[config.mk]
export PLATFORM = sky130hd
export DESIGN_NAME = uc_multiciclo_flat
export DESIGN_NICKNAME = d
export VERILOG_FILES = /design/src/rtl/uc_multiciclo_if.sv /design/src/rtl/uc_multiciclo.sv /design/src/flat_wrapper.sv
export SDC_FILE = /design/constraint.sdc
export NUM_CORES = 1
export LEC_CHECK = 0
export ABC_AREA = 1
export BUFFER_PORTS_ARGS = -buffer_cell sky130_fd_sc_hd__buf_2
export CAP_MARGIN = 15
export CELL_PAD_IN_SITES_DETAIL_PLACEMENT = 1
export CELL_PAD_IN_SITES_GLOBAL_PLACEMENT = 2
export CORE_UTILIZATION = 35
export DETAILED_ROUTE_END_ITERATION = 16
export GPL_TIMING_DRIVEN = 0
export PLACE_DENSITY = 0.95
export REMOVE_ABC_BUFFERS = 1
export SLEW_MARGIN = 20
export SYNTH_ARGS = -nofsm -noshare
export SYNTH_HDL_FRONTEND = slang
export SYNTH_SLANG_ARGS = --single-unit
[constraint.sdc]
create_clock -name clk -period 2.8 [get_ports clk]
set_input_delay 0 -clock clk [delete_from_list [all_inputs] [get_ports clk]]
set_output_delay 0 -clock clk [all_outputs]
set_load 0.005 [all_outputs]
[src/rtl/uc_multiciclo_if.sv]
// uc_multiciclo_if -- control bus between the multicycle control unit and the
// fd RV64I datapath.
//   Datapath -> control : opcode, funct3, funct7_b30, alu_flags
//                         (alu_flags: [0] zero, [1] msb, [2] signed overflow,
//                          [3] unsigned borrow)
//   Control -> datapath : ir_we, pc_we, pc_src, pc_base, alu_src, alu_cmd,
//                         rf_we, rf_src, d_mem_we
//   Status              : illegal (sticky), retire (pulse), retired_cnt
// The control unit uses the master modport. The datapath side uses the slave modport.
interface uc_multiciclo_if #(
  parameter int RETIRE_BITS = 32
);
  logic [6:0]             opcode;
  logic [2:0]             funct3;
  logic                   funct7_b30;
  logic [3:0]             alu_flags;

  logic                   ir_we;
  logic                   pc_we;
  logic                   pc_src;
  logic                   pc_base;
  logic                   alu_src;
  logic [3:0]             alu_cmd;
  logic                   rf_we;
  logic [1:0]             rf_src;
  logic                   d_mem_we;
  logic                   illegal;
  logic                   retire;
  logic [RETIRE_BITS-1:0] retired_cnt;

  modport master (
    input  opcode, funct3, funct7_b30, alu_flags,
    output ir_we, pc_we, pc_src, pc_base, alu_src, alu_cmd,
           rf_we, rf_src, d_mem_we, illegal, retire, retired_cnt
  );

  modport slave (
    output opcode, funct3, funct7_b30, alu_flags,
    input  ir_we, pc_we, pc_src, pc_base, alu_src, alu_cmd,
           rf_we, rf_src, d_mem_we, illegal, retire, retired_cnt
  );
endinterface

[src/rtl/uc_multiciclo.sv]
// uc_multiciclo -- multicycle control unit for the fd RV64I datapath.
// The unit processes one instruction at a time in this order:
// IDLE -> FETCH -> DECODE -> EXEC -> [MEM] -> [WB] -> FETCH.
// Every strobe and select is a registered Moore output of the state being
// entered. There is one exception: in EXEC of a conditional branch, pc_src
// also depends on the live ALU flags.
//   clk    : clock, rising edge
//   rst_n  : asynchronous reset, active low (aborts any instruction in flight)
//   bus    : uc_multiciclo_if.master (decode fields in, control strobes out)
module uc_multiciclo #(
  parameter int RETIRE_BITS = 32
) (
  input logic            clk,
  input logic            rst_n,
  uc_multiciclo_if.master bus
);

  typedef enum logic [2:0] {
    S_IDLE, S_FETCH, S_DECODE, S_EXEC, S_MEM, S_WB
  } state_e;

  typedef enum logic [3:0] {
    C_R, C_I, C_LOAD, C_STORE, C_BRANCH, C_JAL, C_JALR, C_AUIPC, C_LUI, C_BAD
  } cls_e;

  typedef struct packed {
    logic       ir_we;
    logic       pc_we;
    logic       pc_src;
    logic       pc_base;
    logic       alu_src;
    logic [3:0] alu_cmd;
    logic       rf_we;
    logic [1:0] rf_src;
    logic       d_mem_we;
    logic       retire;
  } ctrl_t;

  localparam logic [3:0] ALU_R  = 4'b0000;
  localparam logic [3:0] ALU_I  = 4'b0001;
  localparam logic [3:0] ALU_S  = 4'b0010;
  localparam logic [3:0] ALU_SB = 4'b0011;
  localparam logic [3:0] ALU_U  = 4'b0100;
  localparam logic [3:0] ALU_UJ = 4'b0101;

  localparam logic [1:0] RF_ALU  = 2'b00;
  localparam logic [1:0] RF_MEM  = 2'b01;
  localparam logic [1:0] RF_PC4  = 2'b10;
  localparam logic [1:0] RF_PCIM = 2'b11;

  function automatic cls_e classify(input logic [6:0] opc);
    case (opc)
      7'b0110011: return C_R;
      7'b0010011: return C_I;
      7'b0000011: return C_LOAD;
      7'b0100011: return C_STORE;
      7'b1100011: return C_BRANCH;
      7'b1101111: return C_JAL;
      7'b1100111: return C_JALR;
      7'b0010111: return C_AUIPC;
      7'b0110111: return C_LUI;
      default:    return C_BAD;
    endcase
  endfunction

  // Branch funct3 values 010 and 011 are not defined and are flagged as illegal.
  function automatic logic branch_f3_bad(input logic [2:0] f3);
    return (f3 == 3'b010) || (f3 == 3'b011);
  endfunction

  // alu_flags: [0] Z, [1] N, [2] V, [3] C (unsigned borrow).
  function automatic logic branch_taken(input logic [2:0] f3, input logic [3:0] fl);
    case (f3)
      3'b000:  return fl[0];
      3'b001:  return !fl[0];
      3'b100:  return fl[1] ^ fl[2];
      3'b101:  return !(fl[1] ^ fl[2]);
      3'b110:  return fl[3];
      3'b111:  return !fl[3];
      default: return 1'b0;
    endcase
  endfunction

  function automatic state_e next_of(input state_e s, input cls_e c);
    case (s)
      S_IDLE:   return S_FETCH;
      S_FETCH:  return S_DECODE;
      // An unsupported opcode skips EXEC. It only advances PC in the WB slot.
      S_DECODE: return (c == C_BAD) ? S_WB : S_EXEC;
      S_EXEC: begin
        case (c)
          C_BRANCH:       return S_FETCH;
          C_LOAD, C_STORE: return S_MEM;
          default:        return S_WB;
        endcase
      end
      S_MEM:    return (c == C_LOAD) ? S_WB : S_FETCH;
      default:  return S_FETCH;
    endcase
  endfunction

  // Moore outputs of state s for instruction class c. Fields not set here stay 0.
  function automatic ctrl_t ctrl_of(input state_e s, input cls_e c);
    ctrl_t k;
    k = '0;
    case (s)
      S_FETCH: k.ir_we = 1'b1;
      S_EXEC: begin
        case (c)
          C_R:             begin k.alu_cmd = ALU_R;  k.alu_src = 1'b0; end
          C_I, C_LOAD,
          C_JALR:          begin k.alu_cmd = ALU_I;  k.alu_src = 1'b1; end
          C_STORE:         begin k.alu_cmd = ALU_S;  k.alu_src = 1'b1; end
          C_AUIPC, C_LUI:  begin k.alu_cmd = ALU_U;  k.alu_src = 1'b1; end
          C_JAL:           k.alu_cmd = ALU_UJ;
          C_BRANCH: begin
            k.alu_cmd = ALU_SB;
            k.pc_we   = 1'b1;
            k.retire  = 1'b1;
          end
          default: ;
        endcase
      end
      S_MEM: begin
        if (c == C_STORE) begin
          k.alu_cmd  = ALU_S;
          k.alu_src  = 1'b1;
          k.d_mem_we = 1'b1;
          k.pc_we    = 1'b1;
          k.retire   = 1'b1;
        end else begin
          k.alu_cmd  = ALU_I;
          k.alu_src  = 1'b1;
        end
      end
      S_WB: begin
        k.pc_we  = 1'b1;
        k.retire = 1'b1;
        case (c)
          C_R, C_I, C_LUI: begin k.rf_we = 1'b1; k.rf_src = RF_ALU;  end
          C_LOAD:          begin k.rf_we = 1'b1; k.rf_src = RF_MEM;  end
          C_AUIPC:         begin k.rf_we = 1'b1; k.rf_src = RF_PCIM; end
          C_JAL: begin
            k.rf_we  = 1'b1;
            k.rf_src = RF_PC4;
            k.pc_src = 1'b1;
          end
          C_JALR: begin
            k.rf_we   = 1'b1;
            k.rf_src  = RF_PC4;
            k.pc_src  = 1'b1;
            k.pc_base = 1'b1;
            k.alu_cmd = ALU_I;
            k.alu_src = 1'b1;
          end
          default: ;  // unsupported opcode: PC+4 only
        endcase
      end
      default: ;
    endcase
    return k;
  endfunction

  state_e                 state, state_nxt;
  cls_e                   cls_live, cls_q, cls_sel;
  logic [6:0]             opcode_q;
  logic [2:0]             funct3_q;
  logic                   funct7_b30_q;
  ctrl_t                  ctrl_q;
  logic                   illegal_q;
  logic [RETIRE_BITS-1:0] cnt_q;
  logic                   br_pc_src;

  // The latched funct7_b30 is held with the other IR fields. No control
  // decision in this unit depends on it.
  logic unused_funct7;
  assign unused_funct7 = funct7_b30_q;

  // In DECODE the fields are still arriving, so this cycle classifies the live
  // opcode. After DECODE only the latched copy is used.
  always_comb begin
    // NOTE: every always_comb output gets a default first, so that no path
    // leaves a variable unassigned and no latch is inferred.
    cls_live  = classify(bus.opcode);
    cls_q     = classify(opcode_q);
    cls_sel   = cls_q;
    if (state == S_DECODE) cls_sel = cls_live;
    state_nxt = next_of(state, cls_sel);
  end

  always_ff @(posedge clk or negedge rst_n) begin
    if (!rst_n) begin
      state        <= S_IDLE;
      ctrl_q       <= '0;
      illegal_q    <= 1'b0;
      cnt_q        <= '0;
      opcode_q     <= '0;
      funct3_q     <= '0;
      funct7_b30_q <= 1'b0;
    end else begin
      // NOTE: sequential state uses non-blocking assignments, so every
      // register samples values from before the edge, whatever the statement order.
      state  <= state_nxt;
      ctrl_q <= ctrl_of(state_nxt, cls_sel);

      if (state == S_DECODE) begin
        opcode_q     <= bus.opcode;
        funct3_q     <= bus.funct3;
        funct7_b30_q <= bus.funct7_b30;
        if (cls_live == C_BAD ||
            (cls_live == C_BRANCH && branch_f3_bad(bus.funct3)))
          illegal_q <= 1'b1;
      end

      // Counts the retire pulse of the cycle that is ending. The counter wraps freely.
      if (ctrl_q.retire) cnt_q <= cnt_q + RETIRE_BITS'(1);
    end
  end

  // This is the Mealy term: the branch decision in EXEC uses the latched funct3 and
  // the flags the ALU produces during that same cycle.
  assign br_pc_src = (state == S_EXEC) && (cls_q == C_BRANCH) &&
                     branch_taken(funct3_q, bus.alu_flags);

  assign bus.ir_we       = ctrl_q.ir_we;
  assign bus.pc_we       = ctrl_q.pc_we;
  assign bus.pc_src      = ctrl_q.pc_src | br_pc_src;
  assign bus.pc_base     = ctrl_q.pc_base;
  assign bus.alu_src     = ctrl_q.alu_src;
  assign bus.alu_cmd     = ctrl_q.alu_cmd;
  assign bus.rf_we       = ctrl_q.rf_we;
  assign bus.rf_src      = ctrl_q.rf_src;
  assign bus.d_mem_we    = ctrl_q.d_mem_we;
  assign bus.retire      = ctrl_q.retire;
  assign bus.illegal     = illegal_q;
  assign bus.retired_cnt = cnt_q;

endmodule

[src/flat_wrapper.sv]
// flat-port wrapper written by rule: the top's interface ports become plain ports
module uc_multiciclo_flat 
#(
  parameter int RETIRE_BITS = 32
)
  (clk, rst_n, bus_opcode, bus_funct3, bus_funct7_b30, bus_alu_flags, bus_ir_we, bus_pc_we, bus_pc_src, bus_pc_base, bus_alu_src, bus_alu_cmd, bus_rf_we, bus_rf_src, bus_d_mem_we, bus_illegal, bus_retire, bus_retired_cnt);
  uc_multiciclo_if #(.RETIRE_BITS(RETIRE_BITS)) bus_i ();
  input logic clk;
  input logic rst_n;
  input wire logic [$bits(bus_i.opcode)-1:0] bus_opcode;
  input wire logic [$bits(bus_i.funct3)-1:0] bus_funct3;
  input wire logic [$bits(bus_i.funct7_b30)-1:0] bus_funct7_b30;
  input wire logic [$bits(bus_i.alu_flags)-1:0] bus_alu_flags;
  output wire logic [$bits(bus_i.ir_we)-1:0] bus_ir_we;
  output wire logic [$bits(bus_i.pc_we)-1:0] bus_pc_we;
  output wire logic [$bits(bus_i.pc_src)-1:0] bus_pc_src;
  output wire logic [$bits(bus_i.pc_base)-1:0] bus_pc_base;
  output wire logic [$bits(bus_i.alu_src)-1:0] bus_alu_src;
  output wire logic [$bits(bus_i.alu_cmd)-1:0] bus_alu_cmd;
  output wire logic [$bits(bus_i.rf_we)-1:0] bus_rf_we;
  output wire logic [$bits(bus_i.rf_src)-1:0] bus_rf_src;
  output wire logic [$bits(bus_i.d_mem_we)-1:0] bus_d_mem_we;
  output wire logic [$bits(bus_i.illegal)-1:0] bus_illegal;
  output wire logic [$bits(bus_i.retire)-1:0] bus_retire;
  output wire logic [$bits(bus_i.retired_cnt)-1:0] bus_retired_cnt;
  assign bus_i.opcode = bus_opcode;
  assign bus_i.funct3 = bus_funct3;
  assign bus_i.funct7_b30 = bus_funct7_b30;
  assign bus_i.alu_flags = bus_alu_flags;
  assign bus_ir_we = bus_i.ir_we;
  assign bus_pc_we = bus_i.pc_we;
  assign bus_pc_src = bus_i.pc_src;
  assign bus_pc_base = bus_i.pc_base;
  assign bus_alu_src = bus_i.alu_src;
  assign bus_alu_cmd = bus_i.alu_cmd;
  assign bus_rf_we = bus_i.rf_we;
  assign bus_rf_src = bus_i.rf_src;
  assign bus_d_mem_we = bus_i.d_mem_we;
  assign bus_illegal = bus_i.illegal;
  assign bus_retire = bus_i.retire;
  assign bus_retired_cnt = bus_i.retired_cnt;
  uc_multiciclo #(.RETIRE_BITS(RETIRE_BITS)) u_core (.clk(clk), .rst_n(rst_n), .bus(bus_i));
endmodule
# Yosys cells after proc, flatten, opt, wreduce, memory -nomap -nowiden
# Cells that the tools add are included.
[op_classes]
n_addsub = 1
n_mul = 0
n_div = 0
magnitude_cmp = 0
eq_ne = 45
shifts = 0
muxes = 24
n_bitwise = 2
n_reduce_logical = 17
[ops]
columns = ["operator", "count"]
rows = [
  ["case mux 4 bit (9 select lines)", 2],
  ["== test 7 x 6 -> 1 bit, second input constant", 6],
  ["== test 7 bit, second input constant", 6],
  ["adder 32 x 1 -> 32 bit, second input constant", 1],
  ["== test 7 x 5 -> 1 bit, second input constant", 4],
  ["== test 4 x 3 -> 1 bit, second input constant", 6],
  ["case mux 3 bit (4 select lines)", 2],
  ["== test 3 bit, second input constant", 7],
  ["== test 3 x 2 -> 1 bit, second input constant", 5],
  ["case mux 3 bit (5 select lines)", 1],
  ["case mux 5 bit (3 select lines)", 1],
  ["== test 7 x 2 -> 1 bit, second input constant", 2],
  ["== test 4 bit, second input constant", 3],
  ["== test 3 x 1 -> 1 bit, second input constant", 3],
  ["two-way mux 3 bit", 3],
  ["== test 4 x 2 -> 1 bit, second input constant", 2],
  ["two-way mux 1 bit", 6],
  ["two-way mux 2 bit", 3],
  ["two-way mux 6 bit", 1],
  ["case mux 1 bit (3 select lines)", 2],
  ["case mux 1 bit (6 select lines)", 1],
  ["case mux 3 bit (2 select lines)", 1],
  ["OR reduction 2 bit", 3],
  ["OR reduction 3 bit", 2],
  ["11 further kinds", 16],
]
[word_totals]
ff_bits = 60
latch_bits = 0
ram_bits = 0
romBits = 0
output_inout_bits = 47
wordCells = 104
mem_count = 0

# Depth between registers and ports, before layout
[logic_depth]
ltp_word = 9
mapped_depth = 16
mapped_depth_nobuf = 16

# Worst setup path after synthesis
# No wires, ideal clock.
[synth_timing]
path_type = "reg-to-reg"
from = "reg u_core.cnt_q[0], in the netlist u_core.bus.retired_cnt[0]"
to = "reg u_core.cnt_q[30], in the netlist u_core.bus.retired_cnt[30]"
setup_ns = 0.079
arrival_ns = 1.682
t_required_ns = 2.721
slack_ns = 1.039
path_stages_with_launch = 11
path_buffers = 0
synth_period_minus_slack_ns = 1.761
cell_sequence = "dfrtp_1 -> ha_1 -> nand3_1 -> nor2_2 -> nand2_2 -> nor2_4 -> nand3_2 -> nor3_2 -> nand4_2 -> nor3_2 -> xor2_1"
[synth_between]
elab_chain_cells = 1
[synth_rtl]
columns = ["element", "line_no", "text"]
rows = [
  ["start, declared", "uc_multiciclo.sv:171", "logic [RETIRE_BITS-1:0] cnt_q;"],
  ["start signal, assigned", "uc_multiciclo.sv:216", "if (ctrl_q.retire) cnt_q <= cnt_q + RETIRE_BITS'(1);"],
  ["adder 32 x 1 -> 32 bit", "uc_multiciclo.sv:216", ""],
]
# No other way between the ends.
# A chain may end at the register's enable or synchronous reset.

# Final worst setup path
[layout_timing]
from = "reg u_core.state[2]"
to = "reg u_core.ctrl_q (netlist bit u_core.bus.pc_we)"
[layout_between]
elab_chain_cells = 8
[layout_rtl]
columns = ["element", "line_no", "text"]
rows = [
  ["start, declared", "uc_multiciclo.sv:164", "state_e state, state_nxt;"],
  ["start signal, assigned", "uc_multiciclo.sv:203", "state <= state_nxt;"],
  ["== test 3 x 2 -> 1 bit", "uc_multiciclo.sv:85, uc_multiciclo.sv:187", ""],
  ["two-way mux 4 bit", "uc_multiciclo.sv:187", "if (state == S_DECODE) cls_sel = cls_live;"],
  ["== test 4 x 2 -> 1 bit (on tied branches)", "uc_multiciclo.sv:91, uc_multiciclo.sv:97", ""],
  ["OR reduction 2 bit", "uc_multiciclo.sv:91", "case (c)"],
  ["case mux 3 bit (2 select lines)", "uc_multiciclo.sv:91", ""],
  ["case mux 3 bit (4 select lines) (*)", "uc_multiciclo.sv:85", "case (s)"],
  ["via u_core.state_nxt[2]", "uc_multiciclo.sv:164", ""],
  ["== test 3 bit or == test 3 x 2 -> 1 bit (tied branches)", "uc_multiciclo.sv:106", "case (s)"],
  ["case mux 1 bit (3 select lines) (*)", "uc_multiciclo.sv:106", ""],
  ["end signal, assigned", "uc_multiciclo.sv:204", "ctrl_q <= ctrl_of(state_nxt, cls_sel);"],
  ["end, declared", "uc_multiciclo.sv:169", "ctrl_t ctrl_q;"],
]
# Mark *: on every way through the listed nets, which the timed path passes. The rest lies on a longest branch.

==> results_dict.tcl <==
set metrics [dict create \
    path_max_fanout 12 \
    fin_worst_skew_ns 0.00975 \
    timing.reg2reg.setup_slack_ns 0.33 \
    clock.fmax_ghz 0.404 \
    rsz0062_at_grt "no" \
    path_buf_inv 2 \
    ir_drop_v 0.000226 \
    finalSetupViolCount 0 \
    gp_congestion 0.839 \
    r2r-end "u_core.bus.pc_we$_DFF_PN0_" \
    placed_cell_area_mm2 0.00369 \
    finalHoldViolations 0 \
    crit_path_cell_trace "nor3_4, inv_2, nand2_1, nand2_4, inv_2, nand3_1, nand2_1, nand3_4, nand2_2, nand3_1" \
    postSynthCellCount 395 \
    grt_use_met3 0.0372 \
    startpoint "u_core.state[2]$_DFF_PN0_" \
    start_util 0.361 \
    path_class "flip-flop to flip-flop" \
    reg2reg_depth 10 \
    layout-drive-gt1-share 0.294 \
    crit_family "simple AND/OR/NAND/NOR gates" \
    clock_path_buffers 2 \
    final_common_cell "nand2_1" \
    routedWlPerCell_um 13.6 \
    clock_sinks 58 \
    dr_total_vias 2759 \
    synth_area_mm2 0.00332 \
    coreArea_mm2 0.00920 \
    cp-endpoint "u_core.bus.pc_we$_DFF_PN0_" \
    syn_avg_cell_area_um2 8.39 \
    totalPowerFinal_mw 2.75 \
    ant_nets 0 \
    die_w_um 99.3 \
    dr.pass1.iters 5 \
    cp_data_arrival_time_ns 2.68 \
    grt_usage 0.172 \
    cts_inserted_buffers 9 \
    insertion_delay_ns 0.34 \
    area_growth_pct 20.6 \
    min_period_ns 2.47 \
    ioPinCount 64 \
    setup_ws_ns 0.325 \
    ys_ff_latch 58 \
    die_area_mm2 0.00987 \
    wirelength_um 7950 \
    r2r_start "u_core.state[2]$_DFF_PN0_" \
    synth_seq_area_share 0.438 \
    ctsRootBufferMaster "clkbuf_8" \
    row_count 35 \
    status "complete, no violations" \
    ctsResizeCount 0 \
    whs_ns 0.266 \
    post-route-drc-count 0 \
    worst_slew_pin_slew_ns 0.733 \
    cp-start-kind "flip-flop" \
    vias_per_cell 4.72 \
    overflow 0 \
    use_met1 0.201 \
    cpPeakStageDelay_ns 0.58 \
    final_cell_mix "nand2_1, buf_2, dfrtp_1" \
    place_inst 557 \
    antenna_found_initial 0 \
    synth.distinct_cells 39 \
    dp_hpwl_um 5920 \
    crit_cells 10 \
    power_density_mw_per_mm2 688 \
    place_ws_ns 0.148 \
    p_leak_nw 2.13 \
    post_cts_buffers 0 \
    grt_use_met2 0.307 \
    slowest_stage "nor3_4" \
    place.port_buffers 61 \
    grt_pass1_vias 2838 \
    period_share 0.884 \
    fin_setup_tns_ns 0 \
    utilization 0.435 \
    grt_pass1_wl_um 13100 \
    crit_required_ns 3.00 \
    grt_max_degree 59 \
    crit_path_end_kind "flip-flop" \
    fillers 1142 \
    slew_violations 0 \
    slew_headroom 0.511 \
    nets 487 \
    grt_most_used_layer "met2" \
    htree_levels 3 \
    worst_hold_path_type "input port to asynchronous set/reset pin" \
    instances_no_fill 584 \
    dr.first_iter.drc_count 70 \
    yosys_warnings 0 \
    die_h_um 99.3 \
    cap_violations 0 \
    fin_area_mm2 0.00400 \
    cts_tree "done" \
    path_clk_slew_ns 0.07 \
    n_antenna_cell 0 \
]
sequential cells by signal (all words and copies together) (netlist names):
signal                  flops
u_core.funct3_q             3
u_core.bus.pc_base          1
u_core.bus.ir_we            1
u_core.bus.rf_we            1
u_core.state                3
u_core.bus.illegal          1
u_core.opcode_q             7
u_core.bus.rf_src           2
u_core.bus.alu_src          1
u_core.bus.d_mem_we         1
u_core.bus.alu_cmd          3
u_core.bus.retired_cnt     32
u_core.ctrl_q               1
u_core.bus.pc_we            1
synthesized netlist by cell type (all sizes together):
cell    count  share of area
nand4       6          0.013
conb        1         0.0011
ha          1         0.0038
or2         1         0.0019
o21ai      13          0.023
nand2     105           0.13
o32ai       1         0.0026
inv        56          0.063
buf         9          0.020
nor4        7          0.019
nor2       49          0.075
o211a       1         0.0030
xnor2       9          0.024
mux2        1         0.0034
nand3b      1         0.0034
a21oi       5          0.012
a31o        1         0.0026
dfrtp      58           0.44
nand3      33          0.066
nor3       12          0.028
xor2       24          0.063
clkbuf      1         0.0011
layout make-up:
cell class,instances,area [um2],area share
Clock buffer,12,145,0.0363
Clock inverter,3,40.0,0.0100
Inverter,56,210,0.0526
Multi-Input combinational cell,272,1600,0.399
Sequential cell,58,1450,0.363
Tap cell,111,139,0.0347
Timing Repair Buffer,72,418,0.105
layer usage:
| metal | vias to the layer above | share of wire |
|---|---|---|
| li1 | 1385 | - |
| met1 | 1317 | 0.45 |
| met2 | 50 | 0.50 |
| met3 | 7 | 0.033 |
| met4 | 0 | 0.014 |
| met5 | - | 0 |
how the worst min path moves through the flow:
| stage | start | endpoint | slack [ns] |
|---|---|---|---|
| floorplan | rst_n | u_core.bus.alu_cmd[0]$_DFF_PN0_ | -0.30 |
| global placement | bus_opcode[1] | u_core.opcode_q[1]$_DFFE_PN0P_ | 0.23 |
| detailed placement | rst_n | u_core.bus.retired_cnt[6]$_DFFE_PN0P_ | 0.12 |
| CTS | rst_n | u_core.bus.retired_cnt[6]$_DFFE_PN0P_ | 0.29 |
| global route | rst_n | u_core.bus.retired_cnt[10]$_DFFE_PN0P_ | 0.33 |
| finish | rst_n | u_core.bus.retired_cnt[6]$_DFFE_PN0P_ | 0.27 |
where the power goes:
part / switching, mW / internal, mW / total (mW)
Sequential: 0.151 / 0.982 / 1.13
Clock: 0.334 / 0.428 / 0.762
Combinational: 0.544 / 0.312 / 0.856
Total: 1.03 / 1.72 / 2.75
logic make-up after synthesis:
| logic type | synth area share |
|---|---|
| AND/OR/NAND/NOR | 0.339 |
| buffers and inverters | 0.0841 |
| flip-flops | 0.438 |
| XOR/XNOR | 0.0872 |
| AO/OA/AOI/OAI | 0.0434 |
| adder cells (fa/ha/maj) | 0.00377 |
| other | 0.00113 |
| multiplexers | 0.00340 |
repair_timing:
item | 4_1_cts | 5_1_grt
endpoints found under the setup margin | 0 | 2
endpoints found under the hold margin | 68 | 0
hold buffers | 11 | 0
Note: power is estimated with default switching activity, not from simulation.
